<file path="config.mk">
export PLATFORM = sky130hd
export DESIGN_NAME = dense_layer_sequencer_flat
export DESIGN_NICKNAME = d
export VERILOG_FILES = /design/src/rtl/dense_layer_sequencer_pkg.sv /design/src/rtl/dense_layer_sequencer_if.sv /design/src/rtl/dense_layer_sequencer_argmax_tracker.sv /design/src/rtl/dense_layer_sequencer.sv /design/src/flat_wrapper.sv
export SDC_FILE = /design/constraint.sdc
export NUM_CORES = 1
export LEC_CHECK = 0
export CAP_MARGIN = 20
export CORE_ASPECT_RATIO = 0.6
export CORE_UTILIZATION = 59
export DETAILED_ROUTE_END_ITERATION = 16
export HOLD_SLACK_MARGIN = 0.1
export MAX_ROUTING_LAYER = met4
export PLACE_DENSITY = 0.85
export SETUP_SLACK_MARGIN = 0.02
export SYNTH_ARGS = -nofsm -noshare
export SYNTH_HDL_FRONTEND = slang
export SYNTH_HIERARCHICAL = 1
export SYNTH_SLANG_ARGS = --single-unit
</file>
<file path="constraint.sdc">
create_clock -name clk -period 4.99 [get_ports clk]
set_input_delay 0.7485 -clock clk [delete_from_list [all_inputs] [get_ports clk]]
set_output_delay 0.7485 -clock clk [all_outputs]
set_load 0.02 [all_outputs]
</file>
<file path="src/rtl/dense_layer_sequencer_pkg.sv">
// Shared definitions for the dense-layer readout sequencer: sequencer states
// and the accelerator geometry it reads back.
package dense_seq_pkg;

  localparam int N_OUT  = 128;
  localparam int ADDR_W = 7;
  localparam int DATA_W = 4;

  typedef enum logic [2:0] {
    IDLE      = 3'd0,
    KICK      = 3'd1,
    WAIT_DONE = 3'd2,
    SETTLE    = 3'd3,
    READ      = 3'd4,
    OUT       = 3'd5,
    FINISH    = 3'd6
  } state_t;

  function automatic logic is_last(input logic [ADDR_W-1:0] idx);
    return idx == ADDR_W'(N_OUT - 1);
  endfunction

endpackage

</file>
<file path="src/rtl/dense_layer_sequencer_if.sv">
// Job request, accelerator control/readback and result stream of the sequencer.
interface dense_layer_sequencer_if;
  import dense_seq_pkg::*;

  logic              req_valid;
  logic              req_ready;
  logic              busy;
  logic              acc_start;
  logic              acc_done;
  logic [ADDR_W-1:0] acc_read_addr;
  logic [DATA_W-1:0] acc_read_data;
  logic              out_valid;
  logic              out_ready;
  logic [DATA_W-1:0] out_data;
  logic [ADDR_W-1:0] out_index;
  logic              out_last;
  logic              result_valid;
  logic [ADDR_W-1:0] argmax_index;
  logic [DATA_W-1:0] argmax_value;
  logic              timeout_err;

  modport master (
    input  req_valid, acc_done, acc_read_data, out_ready,
    output req_ready, busy, acc_start, acc_read_addr, out_valid, out_data,
           out_index, out_last, result_valid, argmax_index, argmax_value,
           timeout_err
  );

  modport slave (
    output req_valid, acc_done, acc_read_data, out_ready,
    input  req_ready, busy, acc_start, acc_read_addr, out_valid, out_data,
           out_index, out_last, result_valid, argmax_index, argmax_value,
           timeout_err
  );

endinterface

</file>
<file path="src/rtl/dense_layer_sequencer_argmax_tracker.sv">
// Running signed maximum with its index; strictly-greater replaces so ties
// keep the earliest index, and the first element after clear always loads.
module argmax_tracker
  import dense_seq_pkg::*;
(
  input  logic                     clk,
  input  logic                     reset,
  input  logic                     clear,
  input  logic                     valid,
  input  logic signed [DATA_W-1:0] value,
  input  logic        [ADDR_W-1:0] index,
  output logic signed [DATA_W-1:0] max_val,
  output logic        [ADDR_W-1:0] max_idx
);

  logic loaded;

  // Max/index register, cleared per job.
  always_ff @(posedge clk) begin
    if (reset || clear) begin
      loaded  <= 1'b0;
      max_val <= '0;
      max_idx <= '0;
    end else if (valid && (!loaded || value > max_val)) begin
      loaded  <= 1'b1;
      max_val <= value;
      max_idx <= index;
    end
  end

endmodule

</file>
<file path="src/rtl/dense_layer_sequencer.sv">
// Starts the dense/BN/ReLU6 accelerator, waits for done with a timeout, then
// reads back every output, streams it with backpressure and tracks the argmax.
module dense_layer_sequencer
  import dense_seq_pkg::*;
#(
  parameter int SETTLE_CYC  = 5,
  parameter int READ_LAT    = 1,
  parameter int TIMEOUT_CYC = 1000000
) (
  input logic                     clk,
  input logic                     reset,
  dense_layer_sequencer_if.master bus
);

  localparam int CNT_W = $clog2(TIMEOUT_CYC + SETTLE_CYC + READ_LAT + 2);

  state_t             state;
  state_t             next_state;
  logic [CNT_W-1:0]   cnt;
  logic [CNT_W-1:0]   cnt_next;
  logic [ADDR_W-1:0]  idx;
  logic [ADDR_W-1:0]  idx_next;
  logic               accept;
  logic               capture;
  logic               handshake;
  logic               timeout;

  // Next-state logic; cnt counts job cycles during KICK/WAIT_DONE so the
  // first WAIT_DONE cycle is cnt==1, which is where a stale done is blanked.
  always_comb begin
    next_state = state;
    cnt_next   = cnt + CNT_W'(1);
    idx_next   = idx;
    accept     = 1'b0;
    capture    = 1'b0;
    handshake  = 1'b0;
    timeout    = 1'b0;
    case (state)
      IDLE: begin
        cnt_next = '0;
        if (bus.req_valid) begin
          accept     = 1'b1;
          idx_next   = '0;
          next_state = KICK;
        end else begin
          next_state = IDLE;
        end
      end
      KICK: next_state = WAIT_DONE;
      WAIT_DONE: begin
        if (bus.acc_done && cnt != CNT_W'(1)) begin
          cnt_next   = '0;
          next_state = SETTLE;
        end else if (cnt == CNT_W'(TIMEOUT_CYC)) begin
          timeout    = 1'b1;
          next_state = IDLE;
        end else begin
          next_state = WAIT_DONE;
        end
      end
      SETTLE: begin
        if (cnt == CNT_W'(SETTLE_CYC - 1)) begin
          cnt_next   = '0;
          next_state = READ;
        end else begin
          next_state = SETTLE;
        end
      end
      READ: begin
        if (cnt == CNT_W'(READ_LAT - 1)) begin
          capture    = 1'b1;
          cnt_next   = '0;
          next_state = OUT;
        end else begin
          next_state = READ;
        end
      end
      OUT: begin
        cnt_next = '0;
        if (bus.out_ready) begin
          handshake = 1'b1;
          if (is_last(idx)) begin
            next_state = FINISH;
          end else begin
            idx_next   = idx + ADDR_W'(1);
            next_state = READ;
          end
        end else begin
          next_state = OUT;
        end
      end
      FINISH: next_state = IDLE;
      default: next_state = IDLE;
    endcase
  end

  // State, counters and registered outputs decoded from the next state.
  always_ff @(posedge clk) begin
    if (reset) begin
      state            <= IDLE;
      cnt              <= '0;
      idx              <= '0;
      bus.req_ready    <= 1'b1;
      bus.busy         <= 1'b0;
      bus.acc_start    <= 1'b0;
      bus.out_valid    <= 1'b0;
      bus.out_data     <= '0;
      bus.out_index    <= '0;
      bus.out_last     <= 1'b0;
      bus.result_valid <= 1'b0;
      bus.timeout_err  <= 1'b0;
    end else begin
      state            <= next_state;
      cnt              <= cnt_next;
      idx              <= idx_next;
      bus.req_ready    <= (next_state == IDLE);
      bus.busy         <= (next_state != IDLE);
      bus.acc_start    <= (next_state == KICK);
      bus.out_valid    <= (next_state == OUT);
      bus.result_valid <= (next_state == FINISH);
      if (accept) begin
        bus.timeout_err <= 1'b0;
      end else if (timeout) begin
        bus.timeout_err <= 1'b1;
      end
      if (accept) begin
        bus.out_data  <= '0;
        bus.out_index <= '0;
        bus.out_last  <= 1'b0;
      end else if (capture) begin
        bus.out_data  <= bus.acc_read_data;
        bus.out_index <= idx;
        bus.out_last  <= is_last(idx);
      end else if (handshake) begin
        bus.out_last  <= 1'b0;
      end
    end
  end

  assign bus.acc_read_addr = idx;

  argmax_tracker u_argmax (
    .clk     (clk),
    .reset   (reset),
    .clear   (accept),
    .valid   (handshake),
    .value   (bus.out_data),
    .index   (bus.out_index),
    .max_val (bus.argmax_value),
    .max_idx (bus.argmax_index)
  );

endmodule

</file>
<file path="src/flat_wrapper.sv">
// flat-port wrapper written by rule: the top's interface ports become plain ports
module dense_layer_sequencer_flat import dense_seq_pkg::*;
#(
  parameter int SETTLE_CYC  = 5,
  parameter int READ_LAT    = 1,
  parameter int TIMEOUT_CYC = 1000000
)
  (clk, reset, bus_req_valid, bus_acc_done, bus_acc_read_data, bus_out_ready, bus_req_ready, bus_busy, bus_acc_start, bus_acc_read_addr, bus_out_valid, bus_out_data, bus_out_index, bus_out_last, bus_result_valid, bus_argmax_index, bus_argmax_value, bus_timeout_err);
  dense_layer_sequencer_if bus_i ();
  input logic clk;
  input logic reset;
  input wire logic [$bits(bus_i.req_valid)-1:0] bus_req_valid;
  input wire logic [$bits(bus_i.acc_done)-1:0] bus_acc_done;
  input wire logic [$bits(bus_i.acc_read_data)-1:0] bus_acc_read_data;
  input wire logic [$bits(bus_i.out_ready)-1:0] bus_out_ready;
  output wire logic [$bits(bus_i.req_ready)-1:0] bus_req_ready;
  output wire logic [$bits(bus_i.busy)-1:0] bus_busy;
  output wire logic [$bits(bus_i.acc_start)-1:0] bus_acc_start;
  output wire logic [$bits(bus_i.acc_read_addr)-1:0] bus_acc_read_addr;
  output wire logic [$bits(bus_i.out_valid)-1:0] bus_out_valid;
  output wire logic [$bits(bus_i.out_data)-1:0] bus_out_data;
  output wire logic [$bits(bus_i.out_index)-1:0] bus_out_index;
  output wire logic [$bits(bus_i.out_last)-1:0] bus_out_last;
  output wire logic [$bits(bus_i.result_valid)-1:0] bus_result_valid;
  output wire logic [$bits(bus_i.argmax_index)-1:0] bus_argmax_index;
  output wire logic [$bits(bus_i.argmax_value)-1:0] bus_argmax_value;
  output wire logic [$bits(bus_i.timeout_err)-1:0] bus_timeout_err;
  assign bus_i.req_valid = bus_req_valid;
  assign bus_i.acc_done = bus_acc_done;
  assign bus_i.acc_read_data = bus_acc_read_data;
  assign bus_i.out_ready = bus_out_ready;
  assign bus_req_ready = bus_i.req_ready;
  assign bus_busy = bus_i.busy;
  assign bus_acc_start = bus_i.acc_start;
  assign bus_acc_read_addr = bus_i.acc_read_addr;
  assign bus_out_valid = bus_i.out_valid;
  assign bus_out_data = bus_i.out_data;
  assign bus_out_index = bus_i.out_index;
  assign bus_out_last = bus_i.out_last;
  assign bus_result_valid = bus_i.result_valid;
  assign bus_argmax_index = bus_i.argmax_index;
  assign bus_argmax_value = bus_i.argmax_value;
  assign bus_timeout_err = bus_i.timeout_err;
  dense_layer_sequencer #(.SETTLE_CYC(SETTLE_CYC), .READ_LAT(READ_LAT), .TIMEOUT_CYC(TIMEOUT_CYC)) u_core (.clk(clk), .reset(reset), .bus(bus_i));
endmodule
</file>
# --- Yosys cells after proc, flatten, opt, wreduce, memory -nomap -nowiden ---
# Cells that the tools add are included.
op_classes:
  addsub: 2
  magnitude_cmp: 1
  n_eq_ne: 15
  muxes: 27
  reduce_logical: 14
ops:
  columns: ["operator", "n"]
  rows:
  - ["$pmux W20 S4", 1]
  - ["$mux W20", 3]
  - ["$mux W7", 3]
  - ["$add A20 B1 Y20 const B", 1]
  - ["$eq A20 B20 Y1 const B", 1]
  - ["$eq A20 B3 Y1 const B", 1]
  - ["$logic_not A20 Y1", 1]
  - ["$ne A20 B1 Y1 const B", 1]
  - ["$pmux W3 S6", 1]
  - ["$pmux W7 S2", 1]
  - ["$mux W1", 13]
  - ["$eq A3 B3 Y1 const B", 4]
  - ["$add A7 B1 Y7 const B", 1]
  - ["$eq A7 B7 Y1 const B", 1]
  - ["$eq A3 B1 Y1 const B", 2]
  - ["$eq A3 B2 Y1 const B", 2]
  - ["$logic_not A3 Y1", 2]
  - ["$mux W2", 3]
  - ["$mux W3", 2]
  - ["$ne A2 B2 Y1 const B", 3]
  - ["$gt A4 B4 Y1", 1]
  - ["$reduce_and A4 Y1", 1]
  - ["$reduce_bool A2 Y1", 2]
  - ["$reduce_or A2 Y1", 2]
  - ["other kinds (4)", 6]
totals:
  ff_bits: 60
  in_bits: 9
  out_inout_bits: 36

# --- Longest topological paths before layout ---
depth:
  word_depth: 5
  depth_mapped: 9
  depth_no_buf: 7

# --- Modules after synthesis ---
# The synthesis kept the hierarchy.
by_module_without_submodules:
  columns: ["mod", "n_inst", "cells_each", "area_per_inst_um2"]
  rows:
  - ["dense_layer_sequencer", 1, 276, 2338.5]
  - ["argmax_tracker", 1, 97, 830.8]

# --- Worst setup path after synthesis ---
# OpenSTA, ideal clock, no wires.
synth_path:
  path_type: "input to register"
  startpoint: "in bus_req_valid"
  endpoint: "reg u_core.idx[2] (netlist: u_core/bus.acc_read_addr[2])"
  setup_ps: 117
  t_arrival_ps: 1913
  t_required_ps: 4873
  slack_ps: 2960
  path_stages: 7
  cell_sequence: "nand2b_1 or3_1 inv_1 or2_2 clkbuf_1 buf_2 nor2_1"
synth_via:
  elab_chain_cells: 2
synth_rtl:
  columns: ["element", "line_no", "rtl"]
  rows:
  - ["from (decl)", "flat_wrapper.sv:12", "input wire logic [$bits(bus_i.req_valid)-1:0] bus_req_valid;"]
  - ["$ne A2 B2 Y1 (no source line)", null, null]
  - ["$reduce_and A4 Y1 (no source line)", null, null]
  - ["to (signal assigned)", "dense_layer_sequencer.sv:115", "idx <= idx_next;"]
  - ["to (decl)", "dense_layer_sequencer.sv:21", "logic [ADDR_W-1:0] idx;"]
# No other way between the ends.
# A chain may end at the register's enable or synchronous reset.

# --- Worst setup path after layout ---
layout_path:
  startpoint: "reg u_core.state[2]"
  endpoint: "reg u_core.bus.out_last"
layout_via:
  elab_chain_cells: 3
layout_rtl:
  columns: ["element", "line_no", "rtl"]
  rows:
  - ["from (decl)", "dense_layer_sequencer.sv:17", "state_t state;"]
  - ["from (signal assigned)", "dense_layer_sequencer.sv:113", "state <= next_state;"]
  - ["$eq A3 B3 Y1 / $logic_not A3 Y1 (equally long branches)", "dense_layer_sequencer.sv:38", "case (state)"]
  - ["$mux W1", "dense_layer_sequencer.sv:38", null]
  - ["$mux W1, or another cell as far along", "dense_layer_sequencer.sv:130", "end else if (capture) begin"]
  - ["to (signal assigned)", "dense_layer_sequencer.sv:133", "bus.out_last <= is_last(idx);"]
  - ["to (decl)", "dense_layer_sequencer_if.sv:25", "out_index, out_last, result_valid, argmax_index, argmax_value,"]
# Several ways; a longest one is shown, not always the timed one.

==> results_dict.tcl <==
set metrics [dict create \
    status "finished, final reports clean" \
    die_x_um 96.6 \
    async_flop_share_pct 0 \
    synth_xor_area_share_pct 5.80 \
    drc 0 \
    synthMuxAreaShare_pct 0 \
    gp_congestion 0.878 \
    period_minus_slack_ps 2900 \
    wirelength_um 8150 \
    critPathCaptureType "flop" \
    synth_top_area_cell "dfxtp_1" \
    relSlewSlack_pct 39.0 \
    antenna_found_initial 0 \
    cp_cell_sequence "nand2b_1 -> nor2_1 -> nand4_1 -> or3_1 -> a21oi_1" \
    wl_per_cell_um 17.0 \
    grt_first_pass_wirelength_um 13200 \
    place_hpwl_um 5690 \
    period_share_pct 58.1 \
    tritoncts "yes" \
    fin_skew_ps 9.38 \
    synth_fa_ha_area_share_pct 3.16 \
    synth_most_common_cell "dfxtp_1" \
    post_cts_resized 0 \
    post-cts-setup-buffer-count 0 \
    reg2reg_from "u_core/state[2]$_SDFF_PP0_" \
    cp.required_ps 5260 \
    cp-start-kind "flop" \
    setup.worst_path.class "flop to flop" \
    clock-sinks 60 \
    grt_util_met3_pct 8.91 \
    holdPathEnd "u_core/u_argmax/max_idx[1]$_SDFFE_PP0P_" \
    syn_nets 390 \
    clkLatencyLatePin_ps 340 \
    drive_gt1_share_pct 9.95 \
    clkTransAtPathRegs_ps 70 \
    dieArea_sq_um 5680 \
    cts_root_buf "clkbuf_8" \
    fillers 390 \
    initial_core_util_pct 62.1 \
    vias 3037 \
    clockBufferDepth 2 \
    r2r_setup_slack_ps 2090 \
    worst_slew_pin_slew_ps 911 \
    grt.met2_usage_pct 41.1 \
    comb_power_share_pct 7.9 \
    grt_use_met1_pct 44.1 \
    ctsHoldBuffers 0 \
    ys.flop_type "dfxtp_1" \
    seqPwrFrac_pct 51.9 \
    dr.first_iter.drc_count 391 \
    first_global_vias 2626 \
    finalSetupViolCount 0 \
    grt_max_degree 23 \
    area_growth_pct 18.8 \
    globalRoute.busiestLayer "met1" \
    rr_endpoint "u_core/bus.out_last$_SDFFE_PP0P_" \
    switchingPower_uw 244 \
    ys_top_cells_by_count "60 x dfxtp_1, 38 x a21oi_1, 38 x nand2_1, 36 x nand3_1, 20 x nand4_1" \
    io_buffers 44 \
    io_pins 45 \
    crit_start "u_core/state[2]$_SDFF_PP0_" \
    post_drt_via_cell_ratio 6.35 \
    die-height_um 58.8 \
    rsz0062_at_grt "false" \
    gr-usage-all-layers_pct 30.6 \
    final_net_count 424 \
    whs_path_depth 2 \
    yosys_warnings 6 \
    placementRows 20 \
    intPower_uw 704 \
    switching_share_pct 25.8 \
    overflow 0 \
    synth-seq-cells 60 \
    drv_cap 0 \
    synth-simple-area-share_pct 26.6 \
    crit_fanout 13 \
    cts_buffers 9 \
    vdd_ir_drop_max_mv 0.136 \
    setup_tns_ps 0 \
    netlist_instances 373 \
    htree_levels 3 \
    syn-mean-instance-area_sq_um 8.50 \
    ys_seq_area_share_pct 37.9 \
    drt_first_pass_iters 5 \
    synth_top_area_share_pct 37.9 \
    min_from "u_core/u_argmax/max_idx[1]$_SDFFE_PP0P_" \
    power_uw 948 \
    worst_path_max_delay_cell "nor2_1" \
    max_stage_delay_ps 710 \
    hold_class "flop to flop" \
    ys_top_cells_by_area "dfxtp_1 38%, a21oi_1 6.0%, nand3_1 5.7%, nand2_1 4.5%, nand4_1 3.9%" \
    antenna_cells 0 \
    synth_cell_types 60 \
    power_density_nw_per_um2 252 \
    worstRegToRegCells 5 \
    maxSlewViolCount 0 \
    synth_top_family_by_area "simple AND/OR/NAND/NOR gates" \
    clockPowerShare_pct 40.3 \
    syn_area_sq_um 3170 \
    synth_edf_count 0 \
    max_freq_mhz 345 \
    cp_data_arrival_time_ps 3180 \
    final_antenna_net_count 0 \
    hold_viol 0 \
    synth_compound_area_share_pct 20.5 \
    hold_ws_ps 497 \
    core_area_sq_um 5100 \
    p_leak_uw 0.00124 \
]
state kept, by name, indices dropped and copies added (netlist names):
| signal | count |
|---|---|
| u_core/cnt | 20 |
| u_core/bus.acc_read_addr | 7 |
| u_core/bus.out_index | 7 |
| u_core/u_argmax/max_idx | 7 |
| u_core/bus.out_data | 4 |
| u_core/u_argmax/max_val | 4 |
| u_core/state | 3 |
| u_core/bus.acc_start | 1 |
| u_core/bus.busy | 1 |
| u_core/bus.out_last | 1 |
| u_core/bus.out_valid | 1 |
| u_core/bus.req_ready | 1 |
| u_core/bus.result_valid | 1 |
| u_core/bus.timeout_err | 1 |
| u_core/u_argmax/loaded | 1 |
critical path: cells and delay by family (launching register included):
kind,cells,cell delay (ps)
simple gates,4,2060
flops,1,620
compound gates,1,140
cells by family after synthesis:
group	after synthesis
buffers and inverters	42
AO/OA/AOI/OAI	90
XOR/XNOR	21
flip-flops	60
adder cells (fa/ha/maj)	8
AND/OR/NAND/NOR	152
power by group through the flow:
stage / Combinational, uW / Clock (uW) / Sequential (uW)
floorplan: 49.4 / 0 / 501
CTS: 71.1 / 384 / 491
global route: 80.2 / 407 / 492
finish: 74.6 / 382 / 492
global placement: 69.4 / 0 / 502
detailed placement: 70.5 / 0 / 502
stage by stage:
step | instance area (sq um) | instances | utilization, % | worst slack, ps
3_3_place_gp | 3590 | 461 | 70.2 | 2130
5_1_grt | 3770 | 478 | 73.8 | 1900
2_1_floorplan | 3170 | 373 | - | 2960
6_report | 3770 | 478 | 73.8 | 2090
4_1_cts | 3750 | 477 | 73.6 | 2190
3_5_place_dp | 3590 | 461 | 70.2 | 1990
metal layers:
layer  wire [um]  vias up
li1            -     1435
met1        3890     1434
met2        3370      155
met3         771       13
met4         114        0
met5           0        -
how the worst max path moves through the flow:
| stage | endpoint | cells after the start | slack, ps |
|---|---|---|---|
| final | u_core/bus.out_last$_SDFFE_PP0P_ | 5 | 2090 |
| after global routing | u_core/bus.out_last$_SDFFE_PP0P_ | 5 | 1900 |
| after CTS | u_core/bus.out_last$_SDFFE_PP0P_ | 5 | 2190 |
| after detailed placement | u_core/u_argmax/max_idx[6]$_SDFFE_PP0P_ | 7 | 1990 |
| after global placement | u_core/u_argmax/max_val[1]$_SDFFE_PP0P_ | 7 | 2130 |
| after floorplan | u_core/bus.acc_read_addr[2]$_SDFFE_PP0P_ | 7 | 2960 |
area by class of cell:
class / instances / area, sq um / area share [%]
timing repair buffer: 48 / 474 / 12.6
sequential: 60 / 1200 / 31.9
clock buffer: 11 / 141 / 3.75
inverter: 17 / 63.8 / 1.69
multi-input combinational: 271 / 1780 / 47.1
tap: 66 / 82.6 / 2.19
clock inverter: 5 / 27.5 / 0.731
cell usage in the layout, fill, tap and decap left out, drive strengths merged, types with 2 or more instances in the layout:
| master | count |
|---|---|
| and3 | 2 |
| or3 | 3 |
| xor2 | 13 |
| o311ai | 2 |
| a211oi | 3 |
| buf | 4 |
| clkdlybuf4s50 | 44 |
| clkbuf | 11 |
| nand2b | 3 |
| xnor2 | 8 |
| o211ai | 2 |
| nand4 | 20 |
| o21ai | 4 |
| a21oi | 39 |
| inv | 17 |
| a32oi | 11 |
| a31oi | 3 |
| clkinv | 4 |
| and4 | 4 |
| nor3 | 5 |
| a21boi | 2 |
| or2 | 2 |
| a2111oi | 2 |
| ha | 8 |
| and2 | 3 |
| nand3 | 36 |
| dfxtp | 60 |
| nor4 | 7 |
| nor2b | 7 |
| a211o | 11 |
| nor3b | 2 |
| a31o | 3 |
| nand2 | 38 |
| nor2 | 16 |
(Power assumes the default switching activity.)
